## config.mk

```make
export PLATFORM = sky130hd
export DESIGN_NAME = serial_subtractor
export DESIGN_NICKNAME = d
export VERILOG_FILES = /design/src/rtl/sub_pkg.sv /design/src/rtl/sub_slice.sv /design/src/rtl/serial_subtractor.sv
export SDC_FILE = /design/constraint.sdc
export NUM_CORES = 1
export LEC_CHECK = 0
export ABC_AREA = 1
export CORE_AREA = 2 2 83 85
export CTS_CLUSTER_DIAMETER = 120
export CTS_CLUSTER_SIZE = 10
export DETAILED_ROUTE_END_ITERATION = 10
export DIE_AREA = 0 0 85 87
export SYNTH_ARGS = -nofsm -noshare
export SYNTH_HDL_FRONTEND = slang
export SYNTH_SLANG_ARGS = --single-unit
```

## constraint.sdc

```tcl
create_clock -name clk -period 1.5 [get_ports clk]
set_clock_uncertainty 0.1 [all_clocks]
set_input_delay 0.375 -clock clk [delete_from_list [all_inputs] [get_ports clk]]
set_output_delay 0.375 -clock clk [all_outputs]
set_load 0.1 [all_outputs]
```

## src/rtl/sub_pkg.sv

```systemverilog
// rtl/sub_pkg.sv - shared types and sizing helpers for the serial subtractor
package sub_pkg;

  typedef enum logic [1:0] {
    IDLE = 2'd0,
    RUN  = 2'd1,
    DONE = 2'd2
  } sub_state_e;

  function automatic int slice_count(input int width, input int digit);
    return width / digit;
  endfunction

  function automatic int cnt_width(input int nslice);
    return $clog2(nslice + 1);
  endfunction

endpackage

```

## src/rtl/sub_slice.sv

```systemverilog
// rtl/sub_slice.sv - one DIGIT-bit subtract step: xs + ~ys + cin
module sub_slice #(
  parameter int DIGIT = 1
) (
  input  logic [DIGIT-1:0] xs,
  input  logic [DIGIT-1:0] ys,
  input  logic             cin,
  output logic [DIGIT-1:0] s,
  output logic             cout
);

  localparam int SW = DIGIT + 1;

  // carry here is the inverted borrow
  assign {cout, s} = {1'b0, xs} + {1'b0, ~ys} + SW'(cin);

endmodule

```

## src/rtl/serial_subtractor.sv

```systemverilog
// rtl/serial_subtractor.sv - digit-serial signed subtractor df = x - y - bin with valid/ready
module serial_subtractor
  import sub_pkg::*;
#(
  parameter int WIDTH = 8,
  parameter int DIGIT = 1
) (
  input  logic             clk,
  input  logic             rst_n,
  input  logic             in_valid,
  output logic             in_ready,
  input  logic [WIDTH-1:0] x,
  input  logic [WIDTH-1:0] y,
  input  logic             bin,
  output logic             out_valid,
  input  logic             out_ready,
  output logic [WIDTH-1:0] df,
  output logic             bout,
  output logic             ovf,
  output logic             df_zero
);

  localparam int NSLICE = slice_count(WIDTH, DIGIT);
  localparam int CW     = cnt_width(NSLICE);

  if (WIDTH % DIGIT != 0) begin : g_bad_digit
    $error("serial_subtractor: WIDTH must be a multiple of DIGIT");
  end

  sub_state_e       state_q, state_d;
  logic [WIDTH-1:0] xs_q, ys_q, res_q;
  logic [CW-1:0]    cnt_q;
  logic             carry_q;
  logic             x_msb_q, y_msb_q;
  logic             ready_en_q;
  logic             out_valid_q;
  logic [WIDTH-1:0] df_q;
  logic             bout_q, ovf_q, zero_q;

  logic [DIGIT-1:0] slice_s;
  logic             slice_c;

  logic accept, step, present;

  sub_slice #(.DIGIT(DIGIT)) u_slice (
    .xs   (xs_q[DIGIT-1:0]),
    .ys   (ys_q[DIGIT-1:0]),
    .cin  (carry_q),
    .s    (slice_s),
    .cout (slice_c)
  );

  assign in_ready = ready_en_q && (state_q == IDLE);
  assign accept   = in_valid && in_ready;
  assign step     = (state_q == RUN);
  // flags are latched one cycle after the last slice so they are stable while out_valid is high
  assign present  = (state_q == DONE) && !out_valid_q;

  always_comb begin
    state_d = state_q;
    case (state_q)
      IDLE: if (accept) state_d = RUN;
      RUN:  if (cnt_q == CW'(NSLICE - 1)) state_d = DONE;
      DONE: if (out_valid_q && out_ready) state_d = IDLE;
      default: state_d = IDLE;
    endcase
  end

  always_ff @(posedge clk or negedge rst_n) begin
    if (!rst_n) begin
      state_q    <= IDLE;
      ready_en_q <= 1'b0;
    end else begin
      state_q    <= state_d;
      ready_en_q <= 1'b1;
    end
  end

  always_ff @(posedge clk or negedge rst_n) begin
    if (!rst_n) begin
      xs_q    <= '0;
      ys_q    <= '0;
      res_q   <= '0;
      cnt_q   <= '0;
      carry_q <= 1'b0;
      x_msb_q <= 1'b0;
      y_msb_q <= 1'b0;
    end else if (accept) begin
      xs_q    <= x;
      ys_q    <= y;
      res_q   <= '0;
      cnt_q   <= '0;
      carry_q <= ~bin;
      x_msb_q <= x[WIDTH-1];
      y_msb_q <= y[WIDTH-1];
    end else if (step) begin
      xs_q    <= xs_q >> DIGIT;
      ys_q    <= ys_q >> DIGIT;
      res_q   <= (res_q >> DIGIT) | (WIDTH'(slice_s) << (WIDTH - DIGIT));
      carry_q <= slice_c;
      cnt_q   <= cnt_q + CW'(1);
    end
  end

  always_ff @(posedge clk or negedge rst_n) begin
    if (!rst_n) begin
      out_valid_q <= 1'b0;
      df_q        <= '0;
      bout_q      <= 1'b0;
      ovf_q       <= 1'b0;
      zero_q      <= 1'b0;
    end else if (present) begin
      out_valid_q <= 1'b1;
      df_q        <= res_q;
      bout_q      <= ~carry_q;
      ovf_q       <= (x_msb_q != y_msb_q) && (res_q[WIDTH-1] != x_msb_q);
      zero_q      <= (res_q == '0);
    end else if (out_valid_q && out_ready) begin
      out_valid_q <= 1'b0;
    end
  end

  assign out_valid = out_valid_q;
  assign df        = df_q;
  assign bout      = bout_q;
  assign ovf       = ovf_q;
  assign df_zero   = zero_q;

endmodule
```

==> flow_summary.rst <==
.. list-table::
   :header-rows: 1

   * - Metric
     - Value
   * - Crit path arrival time
     - 1.19 ns
   * - Synthesized instance count
     - 280
   * - Endpoint required time on the critical path
     - 1.02 ns
   * - Period utilization
     - 111%
   * - Worst min-delay path endpoint
     - bout$_DFFE_PN0P_
   * - Minimum hold slack
     - 0.396 ns
   * - Total vias in the final route
     - 1,844
   * - H-tree Lvls
     - 2
   * - Setup Crit Path Kind
     - register to output pin
   * - Sequential-to-total area share from yosys stat
     - 52.0%
   * - Post-Syn Area
     - 0.00221 sq mm
   * - Dpl cell area
     - 0.00287 sq mm
   * - Root Buffer
     - sky130_fd_sc_hd__clkbuf_8
   * - Pin count of the biggest net entering global routing
     - 47
   * - Sink Count
     - 46
   * - Count of filler cells inserted in the layout
     - 646
   * - DRC marker count from the first detailed-route iteration
     - 49
   * - Critical R2R Launch
     - state_q[0]$_DFFE_PN0P_
   * - Number of detailed-routing iterations run before antenna repair
     - 4
   * - Core region area
     - 0.00657 sq mm
   * - Number of synthesized register bits
     - 46
   * - Area of the die
     - 0.00740 sq mm
   * - Crit-path max FO
     - 2
   * - Effective utilization at floorplan
     - 33.7%
   * - Commonest cells after routing, fill and taps aside
     - 93 x sky130_fd_sc_hd__nand2_1, 45 x sky130_fd_sc_hd__dfrtp_1, 36 x sky130_fd_sc_hd__inv_1, 25 x sky130_fd_sc_hd__nand3_1, 20 x sky130_fd_sc_hd__o21ai_0
   * - Vias in the first global route
     - 1,671
   * - Hold crit path type
     - register to register
   * - Peak ir drop on the vdd network
     - 1440 uV
   * - Area growth syn-to-layout
     - 34.9%
   * - Total power divided by cell area
     - 2200 mW/mm^2
   * - Die width
     - 85 um
   * - Shortest period the worst path allows
     - 1.67 ns
   * - Critical path launch point type
     - register
   * - Worst Reg-to-Reg Cells
     - 6
   * - Overall power after layout
     - 6.57 mW
   * - Via-per-instance ratio
     - 4.53
   * - Residual overflow from global routing
     - 0
   * - Final worst-path setup slack
     - -0.166 ns
   * - Final std cell area, no fill
     - 0.00298 sq mm
   * - Start point of the critical path
     - state_q[0]$_DFFE_PN0P_
   * - Synthesized Nets
     - 303
   * - Deepest clock path buffer count
     - 2
   * - Global-route wire length before repair
     - 7.41 mm
   * - Routed len/inst
     - 10.8 um
   * - DRC violation count after routing
     - 0
   * - Number of antenna-violating nets in the routed design
     - 0
   * - Routed wire length
     - 4.39 mm
   * - IO buf count
     - 33
   * - Cell count after placement
     - 398
   * - Most common cell after layout, fill and taps aside
     - sky130_fd_sc_hd__nand2_1
   * - Violations in the final reports
     - negative setup slack
   * - Setup TNS after final layout
     - -0.166 ns
   * - Post-layout nets
     - 350
   * - Number of setup violations in the final report
     - 1
   * - Number of diodes added for antenna fixing
     - 0
   * - Dpl ws
     - -0.115 ns
   * - Fraction of layout cells with a size suffix above 1
     - 15.6%
   * - Critical R2R Capture
     - ys_q[3]$_DFFE_PN0P_
   * - CTS tree
     - built
   * - Number of warnings printed during yosys synthesis
     - 0
   * - Gp weighted congestion
     - 0.780
   * - Cts bufs inserted
     - 5
   * - Chip height
     - 87 um
   * - Critical path capture point type
     - output pin
   * - Final design utilization
     - 45.4%
   * - Count of different cell masters after synthesis
     - 23
   * - HPWL reported at the end of detailed placement
     - 3.22 mm
   * - Count of boundary I/O pins
     - 34
   * - Startpoint of the worst hold path
     - carry_q$_DFFE_PN0P_
   * - Max-slew violation total from the final report
     - 0
   * - Max Fclk
     - 600 MHz
   * - Result of the run
     - finished with violations
   * - GRT Overall Usage
     - 12.5%
   * - R2R Setup Slk
     - 0.05 ns
   * - Cell depth of the worst min-delay path
     - 1
   * - LEAKAGE
     - 1.56 nW
   * - Later-pin clock latency in the skew report
     - 0.29 ns
   * - Clock transition time at the flip-flop clock pins of the worst setup and hold paths
     - 0.08 ns
   * - Post-Layout Cell Count
     - 407
   * - Number of standard-cell rows in the floorplan
     - 30
   * - Initial antenna violation count
     - 0
   * - Final hold violations
     - 0
   * - Number of max-cap violations
     - 0
   * - Setup repair after global routing missed its margin
     - true
   * - Per-instance average area after synthesis
     - 7.90 sq um
## cells in the mapped netlist (all sizes together)
library cell,instances,area share [%]
ha,1,0.57
nand3b,1,0.34
fa,1,0.91
o21bai,1,0.34
clkbuf,2,0.34
o21ai,20,4.5
buf,13,3.6
xor2,1,0.40
or2,1,0.28
nor2,14,2.7
inv,39,6.6
conb,1,0.17
nand2,95,16
dfrtp,46,52
nand3,26,6.1
a21oi,4,0.91
nand4,14,4.0
## where the power goes
part | total, mW | switching, mW | internal [mW] | leakage, nW
logic | 3.72 | 2.27 | 1.45 | 0.925
clock network | 0.705 | 0.392 | 0.313 | 0.0438
registers | 2.15 | 0.375 | 1.77 | 0.589
total | 6.57 | 3.04 | 3.53 | 1.56
## kinds of logic (layout without fill, tap and decap cells)
family                     Yosys count  in the layout  synth area share [%]
AOI/OAI and AO/OA                   25             25                  5.77
DFF                                 46             46                  52.0
buffers and inverters               54            101                  10.5
and+or+nand+nor                    151            151                  29.6
adders and majority gates            2              2                  1.47
xor gates and xnor gates             1              1                 0.396
other                                1              1                 0.170
## worst max-delay path, cell delays in order (launching register included)
cell                         delay [ns]
sky130_fd_sc_hd__dfrtp_1           0.41
sky130_fd_sc_hd__nor2_4            0.16
sky130_fd_sc_hd__nand2_2           0.08
sky130_fd_sc_hd__clkinvlp_4        0.08
sky130_fd_sc_hd__buf_12            0.16
## registers in the layout (all words and copies together) (netlist names)
| register | count |
|---|---|
| xs_q | 8 |
| carry_q | 1 |
| bout | 1 |
| x_msb_q | 1 |
| ready_en_q | 1 |
| state_q | 2 |
| res_q | 8 |
| df | 8 |
| ovf | 1 |
| y_msb_q | 1 |
| out_valid | 1 |
| ys_q | 8 |
| df_zero | 1 |
| cnt_q | 4 |
## how the worst max path moves through the flow
stage	to	depth (start not counted)	slack (ns)
4_1_cts	in_ready	4	-0.21
3_5_place_dp	ys_q[4]$_DFFE_PN0P_	5	-0.12
3_3_place_gp	ys_q[4]$_DFFE_PN0P_	5	-0.11
6_report	in_ready	4	-0.17
2_1_floorplan	in_ready	4	-0.17
5_1_grt	in_ready	4	-0.25
## cell type report
type / count / area [sq um] / share of cell area, %
clock buffer: 5 / 68.8 / 2.31
clock inverter: 2 / 10.0 / 0.335
inverter: 39 / 153 / 5.12
multi-input combinational: 180 / 836 / 28.0
sequential: 46 / 1150 / 38.6
tap: 80 / 100 / 3.35
timing repair buffer: 55 / 664 / 22.3
## metal layers
metal	track usage (%)	up-vias	share of wire [%]
met5	0	-	0
met4	3.03	0	0.66
met3	3.41	4	4.6
met2	20.9	44	48
met1	16.1	835	47
li1	-	961	-
## what timing repair did
action	4_1_cts	5_1_grt
setup buffers	1	0
hold endpoints to repair	46	0
hold buffers	1	0
pin swaps	1	1
resized for setup	1	3
endpoints found under the setup margin	1	17
Note: power is estimated with default switching activity, not from simulation.
